## config.mk

```make
export PLATFORM = sky130hd
export DESIGN_NAME = sw_ingress_fsm
export DESIGN_NICKNAME = d
export VERILOG_FILES = /design/src/rtl/sw_pkg.sv /design/src/rtl/sw_wdog_cnt.sv /design/src/rtl/sw_ingress_fsm.sv
export SDC_FILE = /design/constraint.sdc
export NUM_CORES = 1
export LEC_CHECK = 0
export BUFFER_PORTS_ARGS = -buffer_cell sky130_fd_sc_hd__buf_2
export CAP_MARGIN = 30
export CORE_ASPECT_RATIO = 1.75
export CORE_MARGIN = 4
export CORE_UTILIZATION = 40
export CTS_CLUSTER_DIAMETER = 50
export CTS_CLUSTER_SIZE = 28
export DETAILED_ROUTE_END_ITERATION = 10
export GPL_ROUTABILITY_DRIVEN = 1
export GPL_TIMING_DRIVEN = 0
export PLACE_DENSITY = 0.69
export SYNTH_ARGS = -nofsm -noshare
export SYNTH_HDL_FRONTEND = slang
export SYNTH_SLANG_ARGS = --single-unit
```

## constraint.sdc

```tcl
create_clock -name clk -period 1.95 [get_ports clk]
set_input_delay 0.39 -clock clk [delete_from_list [all_inputs] [get_ports clk]]
set_output_delay 0.39 -clock clk [all_outputs]
set_load 0.03 [all_outputs]
```

## src/rtl/sw_pkg.sv

```systemverilog
// Shared definitions for the switch ingress path: FSM state encoding,
// default start-of-frame marker and a select-index width helper.
package sw_pkg;

    typedef enum logic [2:0] {
        IDLE,
        SOF_WAIT,
        ADDR,
        DATA,
        EOF
    } state_e;

    localparam logic [7:0] SOF_BYTE_DEFAULT = 8'hFF;

    // Width of an index able to address n items; never narrower than 1 bit.
    function automatic int clog2(input int n);
        int w;
        w = 1;
        while ((1 << w) < n) begin
            w++;
        end
        return w;
    endfunction

endpackage

```

## src/rtl/sw_wdog_cnt.sv

```systemverilog
// SOF watchdog counter: synchronous clear, increment, and a flag that is
// high while the count sits on its terminal value WDOG_CYCLES-1.
module sw_wdog_cnt
    import sw_pkg::*;
#(
    parameter int WDOG_CYCLES = 16
) (
    input  logic clk,
    input  logic rst_n,
    input  logic clr_i,
    input  logic inc_i,
    output logic tc_o
);

    localparam int CNT_W = clog2(WDOG_CYCLES);

    logic [CNT_W-1:0] cnt_q;
    logic [CNT_W-1:0] cnt_d;

    // Clear has priority over increment.
    always_comb begin
        cnt_d = cnt_q;
        if (clr_i) begin
            cnt_d = '0;
        end else if (inc_i) begin
            cnt_d = cnt_q + CNT_W'(1);
        end
    end

    // Count register.
    always_ff @(posedge clk or negedge rst_n) begin
        // NOTE: sequential state uses non-blocking assignments so every flop samples pre-edge values.
        if (!rst_n) begin
            cnt_q <= '0;
        end else begin
            cnt_q <= cnt_d;
        end
    end

    assign tc_o = (cnt_q == CNT_W'(WDOG_CYCLES - 1));

endmodule

```

## src/rtl/sw_ingress_fsm.sv

```systemverilog
// Ingress frame FSM for one switch input port. Hunts for SOF under a
// watchdog, decodes the address byte against N_PORTS port addresses
// (lowest index wins) and steers payload writes to the matched FIFO.
// All outputs are registered. wr_en is high for every DATA cycle,
// including the closing cycle where sw_en is low; the FIFO qualifies
// its write with sw_en.
// Optional feature macro: PARITY_CHECK_EN enables the payload XOR check
// driving parity_err; without it parity_err is constant 0.
module sw_ingress_fsm
    import sw_pkg::*;
#(
    parameter int                 W_WIDTH     = 8,
    parameter int                 N_PORTS     = 4,
    parameter logic [W_WIDTH-1:0] SOF_BYTE    = W_WIDTH'(SOF_BYTE_DEFAULT),
    parameter int                 WDOG_CYCLES = 16
) (
    input  logic                       clk,
    input  logic                       rst_n,
    input  logic                       sw_en,
    input  logic [W_WIDTH-1:0]         data_in,
    input  logic [N_PORTS*W_WIDTH-1:0] port_addr,
    input  logic [N_PORTS-1:0]         port_busy,
    output logic [N_PORTS-1:0]         wr_en,
    output logic                       frame_done,
    output logic                       frame_drop,
    output logic                       wdog_to,
    output logic                       parity_err
);

    localparam int SEL_W = clog2(N_PORTS);

    state_e             state_q, state_d;
    logic [SEL_W-1:0]   sel_q, sel_d;
    logic [SEL_W-1:0]   match_idx;
    logic               match_any;
    logic               sof_hit;
    logic               wdog_tc;
    logic               cnt_clr;
    logic               cnt_inc;

    logic [N_PORTS-1:0] wr_en_q, wr_en_d;
    logic               frame_done_q, frame_done_d;
    logic               frame_drop_q, frame_drop_d;
    logic               wdog_to_q, wdog_to_d;

    assign sof_hit = (data_in == SOF_BYTE);

    // The watchdog only runs while hunting for SOF; it restarts on every entry.
    assign cnt_clr = (state_q != SOF_WAIT) || sof_hit || wdog_tc;
    assign cnt_inc = !cnt_clr;

    sw_wdog_cnt #(
        .WDOG_CYCLES(WDOG_CYCLES)
    ) u_wdog_cnt (
        .clk  (clk),
        .rst_n(rst_n),
        .clr_i(cnt_clr),
        .inc_i(cnt_inc),
        .tc_o (wdog_tc)
    );

    // Address decode with lowest-index priority: scanning downward lets the
    // last (lowest) match overwrite any higher one.
    always_comb begin
        // NOTE: every always_comb output gets a default first so no path leaves it unassigned (no latch).
        match_any = 1'b0;
        match_idx = '0;
        for (int i = N_PORTS - 1; i >= 0; i--) begin
            if (data_in == port_addr[i*W_WIDTH +: W_WIDTH]) begin
                match_any = 1'b1;
                match_idx = SEL_W'(i);
            end
        end
    end

    // Next-state logic and port selection.
    always_comb begin
        state_d = state_q;
        sel_d   = sel_q;
        case (state_q)
            IDLE: begin
                if (sw_en) state_d = SOF_WAIT;
            end
            SOF_WAIT: begin
                // SOF seen on the terminal count still wins over the timeout.
                if (sof_hit)      state_d = ADDR;
                else if (wdog_tc) state_d = IDLE;
            end
            ADDR: begin
                if (!match_any || port_busy[match_idx]) begin
                    state_d = IDLE;
                end else begin
                    state_d = DATA;
                    sel_d   = match_idx;
                end
            end
            DATA: begin
                // Busy on the selected port outranks a simultaneous frame end.
                if (port_busy[sel_q]) state_d = IDLE;
                else if (!sw_en)      state_d = EOF;
            end
            EOF: begin
                state_d = sw_en ? SOF_WAIT : IDLE;
            end
            default: state_d = IDLE;
        endcase
    end

    // Output decode from the transition being taken this cycle.
    always_comb begin
        for (int i = 0; i < N_PORTS; i++) begin
            wr_en_d[i] = (state_d == DATA) && (sel_d == SEL_W'(i));
        end
        frame_done_d = (state_q == DATA) && (state_d == EOF);
        frame_drop_d = ((state_q == ADDR) || (state_q == DATA)) && (state_d == IDLE);
        wdog_to_d    = (state_q == SOF_WAIT) && (state_d == IDLE);
    end

    // State, selection and output registers.
    always_ff @(posedge clk or negedge rst_n) begin
        if (!rst_n) begin
            state_q      <= IDLE;
            sel_q        <= '0;
            wr_en_q      <= '0;
            frame_done_q <= 1'b0;
            frame_drop_q <= 1'b0;
            wdog_to_q    <= 1'b0;
        end else begin
            state_q      <= state_d;
            sel_q        <= sel_d;
            wr_en_q      <= wr_en_d;
            frame_done_q <= frame_done_d;
            frame_drop_q <= frame_drop_d;
            wdog_to_q    <= wdog_to_d;
        end
    end

    assign wr_en      = wr_en_q;
    assign frame_done = frame_done_q;
    assign frame_drop = frame_drop_q;
    assign wdog_to    = wdog_to_q;

`ifdef PARITY_CHECK_EN
    logic [W_WIDTH-1:0] acc_q, acc_d;
    logic               parity_err_q, parity_err_d;

    // Running XOR over payload bytes; the trailing parity byte brings a good frame to zero.
    always_comb begin
        acc_d = acc_q;
        if ((state_q == ADDR) && (state_d == DATA)) begin
            acc_d = '0;
        end else if ((state_q == DATA) && sw_en) begin
            acc_d = acc_q ^ data_in;
        end
        parity_err_d = frame_done_d && (acc_q != '0);
    end

    // Accumulator and parity error register.
    always_ff @(posedge clk or negedge rst_n) begin
        if (!rst_n) begin
            acc_q        <= '0;
            parity_err_q <= 1'b0;
        end else begin
            acc_q        <= acc_d;
            parity_err_q <= parity_err_d;
        end
    end

    assign parity_err = parity_err_q;
`else
    assign parity_err = 1'b0;
`endif

endmodule

```

==> results.tsv, run 1 <==
metric	value	unit
timing.hold.worst.class	in -> async	
start_util	0.4134	
finalPower	1.006	mW
worstPathRequired	2070	ps
fin_nets	224	
synth_flop_cell	sky130_fd_sc_hd__dfrtp_1	
drt-initial-drc-count	31	
asyncSetResetFlopFracSynth	1.000	
dieHeight	83.38	um
power_density	614.6	nW/um2
cpLargestDelayFamily	simple AND/OR/NAND/NOR gates	
via_count_of_the_first_global_routing_pass	1167	
number_of_synthesized_flops_with_an_enable_pin	0	
wl_per_cell	14.00	um
clock_latency_on_the_worst_skew_pair	240	ps
portBuffers	45	
cts_hold_repair.buffers	0	
ys.warnings.count	0	
design.portCount	55	
grt_pass1_wl	4.974	mm
unrepaired_setup_endpoints_after_global_routing	false	
cts_buffer_depth	2	
h-tree-depth	1	
post_drt_via_cell_ratio	5.069	
timing.critical_path.cells	buf_4, xor2_1, nor4_4, and2_4, o2111ai_4, a2bb2oi_4, mux2_4	
post-route-period-util	0.9734	
syn_area	1299	um2
crit_path_max_incr_delay	350	ps
root_buffer	sky130_fd_sc_hd__clkbuf_8	
timing_worst_setup_path_type	in -> reg	
core-area	3142	um2
synth.ff_latch_count	16	
crit_buf_inv	1	
drive_above_1_share	0.4310	
gpl.final_weighted_congestion	0.8352	
fill_cells	305	
routed_wl	3.038	mm
syn-instance-count	126	
layout.cells.most_common	sky130_fd_sc_hd__buf_2	
yosysUniqueCellTypes	43	
crit_fanout	5	
timing.final.setup_violations	0	
static-leakage-power	0.7030	nW
placement.cell_area	1578	um2
design.die.area	4259	um2
report.final.hold_viol_count	0	
tritoncts	built	
grt_overflow	0	
report.final.slew_viol_count	0	
numClockSinks	16	
min_period	1898	ps
cts_made_buffers	3	
synth_nets	174	
multi_input_gate_area	830.8	um2
sequential_cell_area	401.6	um2
status	finished clean	
slowest_stage	sky130_fd_sc_hd__nor4_4	
f_max	526.8	MHz
most-common-layout-cells	sky130_fd_sc_hd__buf_2 (46), sky130_fd_sc_hd__xnor2_1 (25), sky130_fd_sc_hd__dfrtp_1 (15), sky130_fd_sc_hd__xor2_1 (9), sky130_fd_sc_hd__nor2_1 (9)	
dieWidth	51.08	um
grtUsageTotal	0.1501	
antenna_found_initial	0	
ir_worst_vdd	0.0002745	V
max_cap_violations	0	
route.vias.total	1100	
diodes	0	
clk_pin_slew	50	ps
setup_tns_final	0	ps
postRouteAntennaNets	0	
floorplan.rows	27	
end_kind	flip-flop	
detail_route.drc_violations	0	
area_growth	26.01	%
worstSetupStartpointType	primary input	
worst_clock_skew	2.247	ps
drtPass1Iterations	4	
critical_path_arrival	2020	ps
fin_area	1637	um2
maximum_number_of_pins_on_one_net_before_global_route_repair	17	
synth-seq-area-share	0.3083	
syn_area_per_cell	10.31	um2
synth_stat cells (2+ instances only):
cell                        n  area share
sky130_fd_sc_hd__buf_4      4       0.023
sky130_fd_sc_hd__buf_6      4       0.035
sky130_fd_sc_hd__dfrtp_1   16        0.31
sky130_fd_sc_hd__nand2_1    7       0.020
sky130_fd_sc_hd__nand2b_1   2      0.0096
sky130_fd_sc_hd__nand3_1    2      0.0077
sky130_fd_sc_hd__nand4_1    8       0.039
sky130_fd_sc_hd__nor2_1     9       0.026
sky130_fd_sc_hd__nor2b_1    2      0.0096
sky130_fd_sc_hd__nor3_1     2      0.0077
sky130_fd_sc_hd__nor4_2     3       0.029
sky130_fd_sc_hd__o21ai_0    3       0.012
sky130_fd_sc_hd__o32ai_1    2       0.013
sky130_fd_sc_hd__xnor2_1   25        0.17
sky130_fd_sc_hd__xor2_1     9       0.061
repair_timing:
item | CTS | global route
pin swaps | 0 | 1
setup buffers | 0 | 0
resized for setup | 1 | 2
endpoints found under the setup margin | 1 | 5
worst paths after layout:
| path | from | end | slack [ps] | cells after the start |
|---|---|---|---|---|
| worst max register to register | sel_q[1]$_DFF_PN0_ | wdog_to$_DFF_PN0_ | 130 | 6 |
| max in group asynchronous | rst_n | sel_q[1]$_DFF_PN0_ | 1630 | 1 |
| min in group clk | sw_en | frame_done$_DFF_PN0_ | 350 | 2 |
| worst max-delay path | data_in[2] | sel_q[0]$_DFF_PN0_ | 50 | 7 |
| worst min-delay path | rst_n | u_wdog_cnt.cnt_q[3]$_DFF_PN0_ | 40 | 1 |
| worst min register to register | u_wdog_cnt.cnt_q[0]$_DFF_PN0_ | u_wdog_cnt.cnt_q[0]$_DFF_PN0_ | 480 | 1 |
area by class of cell:
cell class / count / share of cell area
inverters: 1 / 0.002294
plain buffers: 9 / 0.04893
well taps: 43 / 0.03287
clock buffers: 3 / 0.02523
flip-flops and latches: 16 / 0.2454
multi-input cells: 100 / 0.5076
repair buffers: 45 / 0.1376
metrics by stage:
stage | cells | worst slack (ps) | hold slack (ps) | utilization
floorplan | 126 | 4.209 | 94.41 | -
finish | 217 | 51.83 | 43.44 | 0.5209
global placement | 214 | -239.8 | 310.4 | 0.5022
detailed placement | 214 | -291.8 | 316.6 | 0.5022
CTS | 217 | 39.42 | 56.60 | 0.5181
global route | 217 | 21.81 | 67.62 | 0.5209
per-layer routing:
metal  vias up  share of wire  track usage
met5         -              0            0
met4         0         0.0095      0.05882
met3         4          0.060      0.02513
met2        44           0.61       0.3020
met1       515           0.32       0.1371
li1        537              -            -
kinds of logic after synthesis:
family                   count (synthesis)  share of synthesized area
adder cells (fa/ha/maj)                  1                   0.009632
XOR/XNOR                                34                     0.2293
AND/OR/NAND/NOR                         45                     0.2120
other                                    1                   0.002887
flip-flops                              16                     0.3083
AO/OA/AOI/OAI                           17                     0.1445
multiplexers                             2                    0.02890
buffers and inverters                   10                    0.06454
flip-flops by register name, summed over array words and instances (netlist names):
name,cells
frame_done,1
frame_drop,1
sel_q,2
state_q,3
u_wdog_cnt.cnt_q,4
wdog_to,1
wr_en,4
power breakdown:
group / total (mW) / internal, mW / switching, mW
registers: 0.435 / 0.390 / 0.0451
logic: 0.341 / 0.168 / 0.173
clock network: 0.230 / 0.136 / 0.0934
(Power assumes the default switching activity.)
==> run 2: changes to the inputs <==
--- a/config.mk
+++ b/config.mk
@@ -5,6 +5,7 @@
 export SDC_FILE = /design/constraint.sdc
 export NUM_CORES = 1
 export LEC_CHECK = 0
+export ABC_AREA = 1
 export BUFFER_PORTS_ARGS = -buffer_cell sky130_fd_sc_hd__buf_2
 export CAP_MARGIN = 30
 export CORE_ASPECT_RATIO = 1.75
@@ -15,7 +16,7 @@
 export DETAILED_ROUTE_END_ITERATION = 10
 export GPL_ROUTABILITY_DRIVEN = 1
 export GPL_TIMING_DRIVEN = 0
-export PLACE_DENSITY = 0.69
+export PLACE_DENSITY = 0.68
 export SYNTH_ARGS = -nofsm -noshare
 export SYNTH_HDL_FRONTEND = slang
 export SYNTH_SLANG_ARGS = --single-unit
==> run 2 against run 1 <==
Synthesized cell count rose by 73%. Clock skew fell by 0.71 ps. Critical path depth rose by 5. Register-to-register slack improved by 150 ps. Global-route usage rose by 0.12 points. First-iteration DRC count fell by 35%. Hold slack got worse by 8.3 ps. Setup slack improved by 96 ps. Sequential share of layout area fell by 2.4 points. Critical endpoint is now wr_en[3]$_DFF_PN0_. Clock power rose by 23%.
==> results.tsv, run 2 <==
metric	value	unit
report.final.slew_viol_count	0	
grt_overflow	0	
cts_buffer_depth	2	
synth-seq-area-share	0.2807	
routed_wl	3.198	mm
yosys.area.top_type	sky130_fd_sc_hd__dfrtp_1	
area_growth	26.67	%
dieWidth	53.14	um
timing.hold.worst.class	in -> async	
final_cells	317	
post-place-cells	313	
timing.final.setup_violations	0	
gpl.final_weighted_congestion	0.8230	
yosysUniqueCellTypes	30	
tritoncts	built	
route.vias.total	1420	
grtUsageTotal	0.1513	
clock_latency_on_the_worst_skew_pair	250	ps
design.portCount	55	
yosysMostFrequentCell	sky130_fd_sc_hd__nand2_1	
sequential_cell_area	400.4	um2
post_drt_via_cell_ratio	4.479	
crit_fanout	7	
static-leakage-power	1.058	nW
wl_per_cell	10.09	um
root_buffer	sky130_fd_sc_hd__clkbuf_8	
worstPathRequired	2090	ps
dieHeight	87.00	um
drive_above_1_share	0.3235	
timing_worst_setup_path_type	in -> reg	
power_density	597.0	nW/um2
drtPass1Iterations	2	
maximum_number_of_pins_on_one_net_before_global_route_repair	17	
h-tree-depth	1	
utilization_after_layout	0.5317	
fill_cells	386	
cts_hold_repair.buffers	0	
synth_flop_cell	sky130_fd_sc_hd__dfrtp_1	
post-synth-top-area-fraction	0.2807	
syn-instance-count	218	
multi_input_gate_area	880.8	um2
post_route_worst_hold_slack	35.15	ps
f_max	555.0	MHz
synth_nets	266	
core-area	3398	um2
max_cap_violations	0	
post-route-period-util	0.9241	
diodes	0	
ys.warnings.count	0	
via_count_of_the_first_global_routing_pass	1426	
yosys-top-cells-count	sky130_fd_sc_hd__nand2_1 (68), sky130_fd_sc_hd__inv_1 (30), sky130_fd_sc_hd__nor2_1 (23)	
status	finished clean	
detail_route.drc_violations	0	
placed_wire_length_estimate	2.839	mm
ir_worst_vdd	0.0003642	V
r2r-start	sel_q[0]$_DFF_PN0_	
finalPower	1.079	mW
number_of_synthesized_flops_with_an_enable_pin	0	
layout.cells.most_common	sky130_fd_sc_hd__nand2_1	
ys_top_cells_by_area	sky130_fd_sc_hd__dfrtp_1 (28%), sky130_fd_sc_hd__nand2_1 (18%), sky130_fd_sc_hd__inv_1 (7.9%)	
fin_nets	321	
most-common-layout-cells	sky130_fd_sc_hd__nand2_1 (68), sky130_fd_sc_hd__buf_2 (52), sky130_fd_sc_hd__inv_1 (30), sky130_fd_sc_hd__nor2_1 (22), sky130_fd_sc_hd__dfrtp_1 (16)	
report.final.hold_viol_count	0	
design.die.area	4623	um2
end_kind	flip-flop	
grt_pass1_wl	5.347	mm
syn_area	1426	um2
numClockSinks	16	
floorplan.rows	28	
critical_path_arrival	1940	ps
clk_pin_slew	60	ps
setup_tns_final	0	ps
min_period	1802	ps
syn_area_per_cell	6.543	um2
asyncSetResetFlopFracSynth	1.000	
worst_r2r_path_depth	9	
antenna_found_initial	0	
postRouteAntennaNets	0	
ff2ff_setup_slack	280	ps
worst_clock_skew	1.540	ps
worstSetupStartpointType	primary input	
cts_made_buffers	3	
portBuffers	50	
rr_endpoint	wr_en[3]$_DFF_PN0_	
drt-initial-drc-count	20	
synth.ff_latch_count	16	
start_util	0.4197	
-- run 2: stage by stage --
step                      instance area [um2]  setup WS [ps]
after floorplan                          1426          161.9
after global placement                   1733         -90.88
after detailed placement                 1733         -109.9
after CTS                                1788          152.2
after global routing                     1807         -47.57
final                                    1807          148.1
-- run 2: how the worst max path moves through the flow --
stage / from / endpoint
floorplan: data_in[3] / wr_en[0]$_DFF_PN0_
global placement: data_in[3] / wr_en[2]$_DFF_PN0_
detailed placement: data_in[5] / wr_en[1]$_DFF_PN0_
CTS: data_in[5] / wr_en[1]$_DFF_PN0_
global route: data_in[7] / wr_en[1]$_DFF_PN0_
finish: data_in[5] / wr_en[3]$_DFF_PN0_
-- run 2: layout make-up --
type	instances	share of cell area
flip-flops and latches	16	0.2216
multi-input cells	161	0.4875
inverters	37	0.07687
repair buffers	50	0.1385
clock buffers	4	0.03047
well taps	45	0.03116
plain buffers	4	0.01385
-- run 2: routing by layer --
layer	up-vias	wire length (um)	global-route usage
li1	764	-	-
met1	611	1074	0.1330
met2	36	1885	0.3145
met3	9	150	0.008576
met4	0	87	0.07674
met5	-	0	0
-- run 2: worst max-delay path: stages --
cell and delay (ps):
sky130_fd_sc_hd__buf_2 130, sky130_fd_sc_hd__or2_1 210, sky130_fd_sc_hd__a21oi_1 150, sky130_fd_sc_hd__nand3_1 170, sky130_fd_sc_hd__nand2_2 180, sky130_fd_sc_hd__nand2_4 90, sky130_fd_sc_hd__nand2_1 120, sky130_fd_sc_hd__nand3_4 110
sky130_fd_sc_hd__nand3_4 140, sky130_fd_sc_hd__nand2_2 90, sky130_fd_sc_hd__nand2_4 120, sky130_fd_sc_hd__nor2_2 50
-- run 2: power by group --
part / switching (mW) / total, mW / internal, mW
Clock: 0.104 / 0.283 / 0.179
Sequential: 0.0362 / 0.424 / 0.388
Combinational: 0.216 / 0.371 / 0.155
-- run 2: repair_timing --
item | CTS | global route
endpoints found under the setup margin | 0 | 4
buffers inserted | 0 | 0
gates resized for setup | 0 | 4
-- run 2: cell families (layout without fill, tap and decap cells) --
logic type / count (synthesis) / in the layout / synth area share
buffers and inverters: 41 / 95 / 0.1149
adder cells (fa/ha/maj): 1 / 1 / 0.008771
flip-flops: 16 / 16 / 0.2807
AND/OR/NAND/NOR: 130 / 130 / 0.4368
AO/OA/AOI/OAI: 10 / 10 / 0.03947
XOR/XNOR: 19 / 19 / 0.1167
other: 1 / 1 / 0.002629
==> run 3: changes to the inputs <==
--- a/config.mk
+++ b/config.mk
@@ -8,7 +8,6 @@
 export ABC_AREA = 1
 export BUFFER_PORTS_ARGS = -buffer_cell sky130_fd_sc_hd__buf_2
 export CAP_MARGIN = 30
-export CORE_ASPECT_RATIO = 1.75
 export CORE_MARGIN = 4
 export CORE_UTILIZATION = 40
 export CTS_CLUSTER_DIAMETER = 50
==> run 3 against run 2 <==
Wire length fell by 3.4%. Combinational power fell by 3%. Register-to-register slack better by 40 ps. Global-route usage is 0.077 points higher. Cell area fell by 1.5%. Total power decreased by 7.8%. Fmax increased by 3.2%. Sequential power about the same. Via count is 3.1% lower. Critical endpoint is now wr_en[2]$_DFF_PN0_. Largest cell class unchanged.
==> results.tsv, run 3 (synthesis results as in run 2) <==
metric	value	unit
status	finished clean	
drive_above_1_share	0.3150	
grt.met1_usage	0.1893	
setup_tns_final	0	ps
crit_path_max_incr_delay	240	ps
ir_worst_vdd	0.0002183	V
tritoncts	built	
routed_wl	3.090	mm
report.final.slew_viol_count	0	
static-leakage-power	1.048	nW
clk_pin_slew	90	ps
report.final.hold_viol_count	0	
design.portCount	55	
timing_worst_setup_path_type	in -> reg	
detail_route.drc_violations	0	
route.vias.total	1376	
grtUsageTotal	0.1521	
post-place-cells	314	
postRouteAntennaNets	0	
grt_pass1_wl	5.388	mm
clock_latency_on_the_worst_skew_pair	280	ps
floorplan.rows	21	
area_growth	24.82	%
critical_path_arrival	1970	ps
max_cap_violations	0	
crit_fanout	7	
fill_cells	349	
cts_buffer_depth	2	
f_max	572.7	MHz
worstPathRequired	2170	ps
grt_overflow	0	
end_kind	flip-flop	
start_util	0.4208	
finalPower	0.9945	mW
dieWidth	67.72	um
final_cells	319	
critPathMostFrequentCell	sky130_fd_sc_hd__nand2_2	
post_route_worst_hold_slack	299.1	ps
most-common-layout-cells	sky130_fd_sc_hd__nand2_1 (68), sky130_fd_sc_hd__buf_2 (52), sky130_fd_sc_hd__inv_1 (30), sky130_fd_sc_hd__nor2_1 (23), sky130_fd_sc_hd__dfrtp_1 (16)	
place_ws	-93.45	ps
gpl.final_weighted_congestion	0.8237	
core-area	3390	um2
post_drt_via_cell_ratio	4.313	
h-tree-depth	1	
placed_wire_length_estimate	2.650	mm
timing.final.setup_violations	0	
unrepaired_setup_endpoints_after_global_routing	false	
wl_per_cell	9.687	um
grt.met2_usage	0.2673	
multi_input_gate_area	862.1	um2
dieHeight	67.72	um
numClockSinks	16	
crit_buf_inv	1	
via_count_of_the_first_global_routing_pass	1323	
drt-initial-drc-count	43	
timing.hold.worst.class	in -> reg	
sequential_cell_area	400.4	um2
worst_clock_skew	1.916	ps
fin_nets	322	
slowest_stage	sky130_fd_sc_hd__or2_1	
grtUsageMet3	0.03328	
timing.critical_path.cells	buf_2, or2_1, a21oi_2, nand4_4, nand2_1, nor2_1, nor2_4, nand3_4, nand2_2, nand2_2, nor2_2	
min_period	1746	ps
portBuffers	50	
post_route_setup_slack	204.0	ps
post-route-period-util	0.8954	
diodes	0	
power_density	558.6	nW/um2
worstSetupStartpointType	primary input	
root_buffer	sky130_fd_sc_hd__clkbuf_4	
maximum_number_of_pins_on_one_net_before_global_route_repair	17	
grt-busiest-layer	met2	
cpLargestDelayFamily	simple AND/OR/NAND/NOR gates	
post_cts.resized_instances	0	
antenna_found_initial	0	
drtPass1Iterations	4	
design.die.area	4585	um2
layout.cells.most_common	sky130_fd_sc_hd__nand2_1	
cts_made_buffers	3	
run 3: changes by cell type in the layout (fill, tap and decap cells not counted):
cell / change
sky130_fd_sc_hd__nor2_2: -1
sky130_fd_sc_hd__nand2_2: +1
sky130_fd_sc_hd__clkbuf_8: -3
sky130_fd_sc_hd__clkbuf_4: +3
sky130_fd_sc_hd__dlygate4sd3_1: +1
sky130_fd_sc_hd__nand2_4: -1
sky130_fd_sc_hd__nand3_2: +1
sky130_fd_sc_hd__o21ai_1: +1
sky130_fd_sc_hd__nand3_4: -1
sky130_fd_sc_hd__o21ai_2: -1
sky130_fd_sc_hd__nor2_1: +1
run 3: path summary, 6_finish.rpt:
path                                               startpoint                            end  slack, ps  cells after the start
worst min register to register  u_wdog_cnt.cnt_q[0]$_DFF_PN0_  u_wdog_cnt.cnt_q[0]$_DFF_PN0_        470                      1
worst max register to register             sel_q[0]$_DFF_PN0_             wr_en[2]$_DFF_PN0_        320                      9
min in group asynchronous                               rst_n           state_q[0]$_DFF_PN0_        530                      2
worst max-delay path                               data_in[1]             wr_en[2]$_DFF_PN0_        200                     11
max in group asynchronous                               rst_n  u_wdog_cnt.cnt_q[2]$_DFF_PN0_       1170                      2
worst min-delay path                                    sw_en           frame_done$_DFF_PN0_        300                      2
run 3: what timing repair did:
action,in CTS,in global routing
endpoints found under the setup margin,0,0
buffers inserted,0,0
hold buffers,1,0
endpoints found under the hold margin,4,0
run 3: layer usage:
layer,vias to the layer above,part of all wire
met5,-,0
met4,0,0.0091
met3,5,0.061
met2,32,0.46
met1,572,0.46
li1,767,-
run 3: stage by stage:
| stage | area, um2 | utilization |
|---|---|---|
| after floorplan | 1426 | - |
| after global placement | 1734 | 0.5116 |
| after detailed placement | 1734 | 0.5116 |
| after CTS | 1780 | 0.5253 |
| after global routing | 1780 | 0.5253 |
| final | 1780 | 0.5253 |
run 3: area by class of cell:
type,instances,share of cell area
sequential,16,0.2249
multi-input combinational,161,0.4842
buffer,4,0.01405
timing repair buffer,51,0.1462
inverter,37,0.07800
tap,46,0.03233
clock buffer,4,0.02038
run 3: power by group:
group | switching [mW] | leakage, nW | total [mW] | internal (mW)
Sequential | 0.0340 | 0.213 | 0.421 | 0.387
Combinational | 0.207 | 0.814 | 0.361 | 0.154
Clock | 0.0991 | 0.0210 | 0.213 | 0.114
Total | 0.340 | 1.05 | 0.994 | 0.654
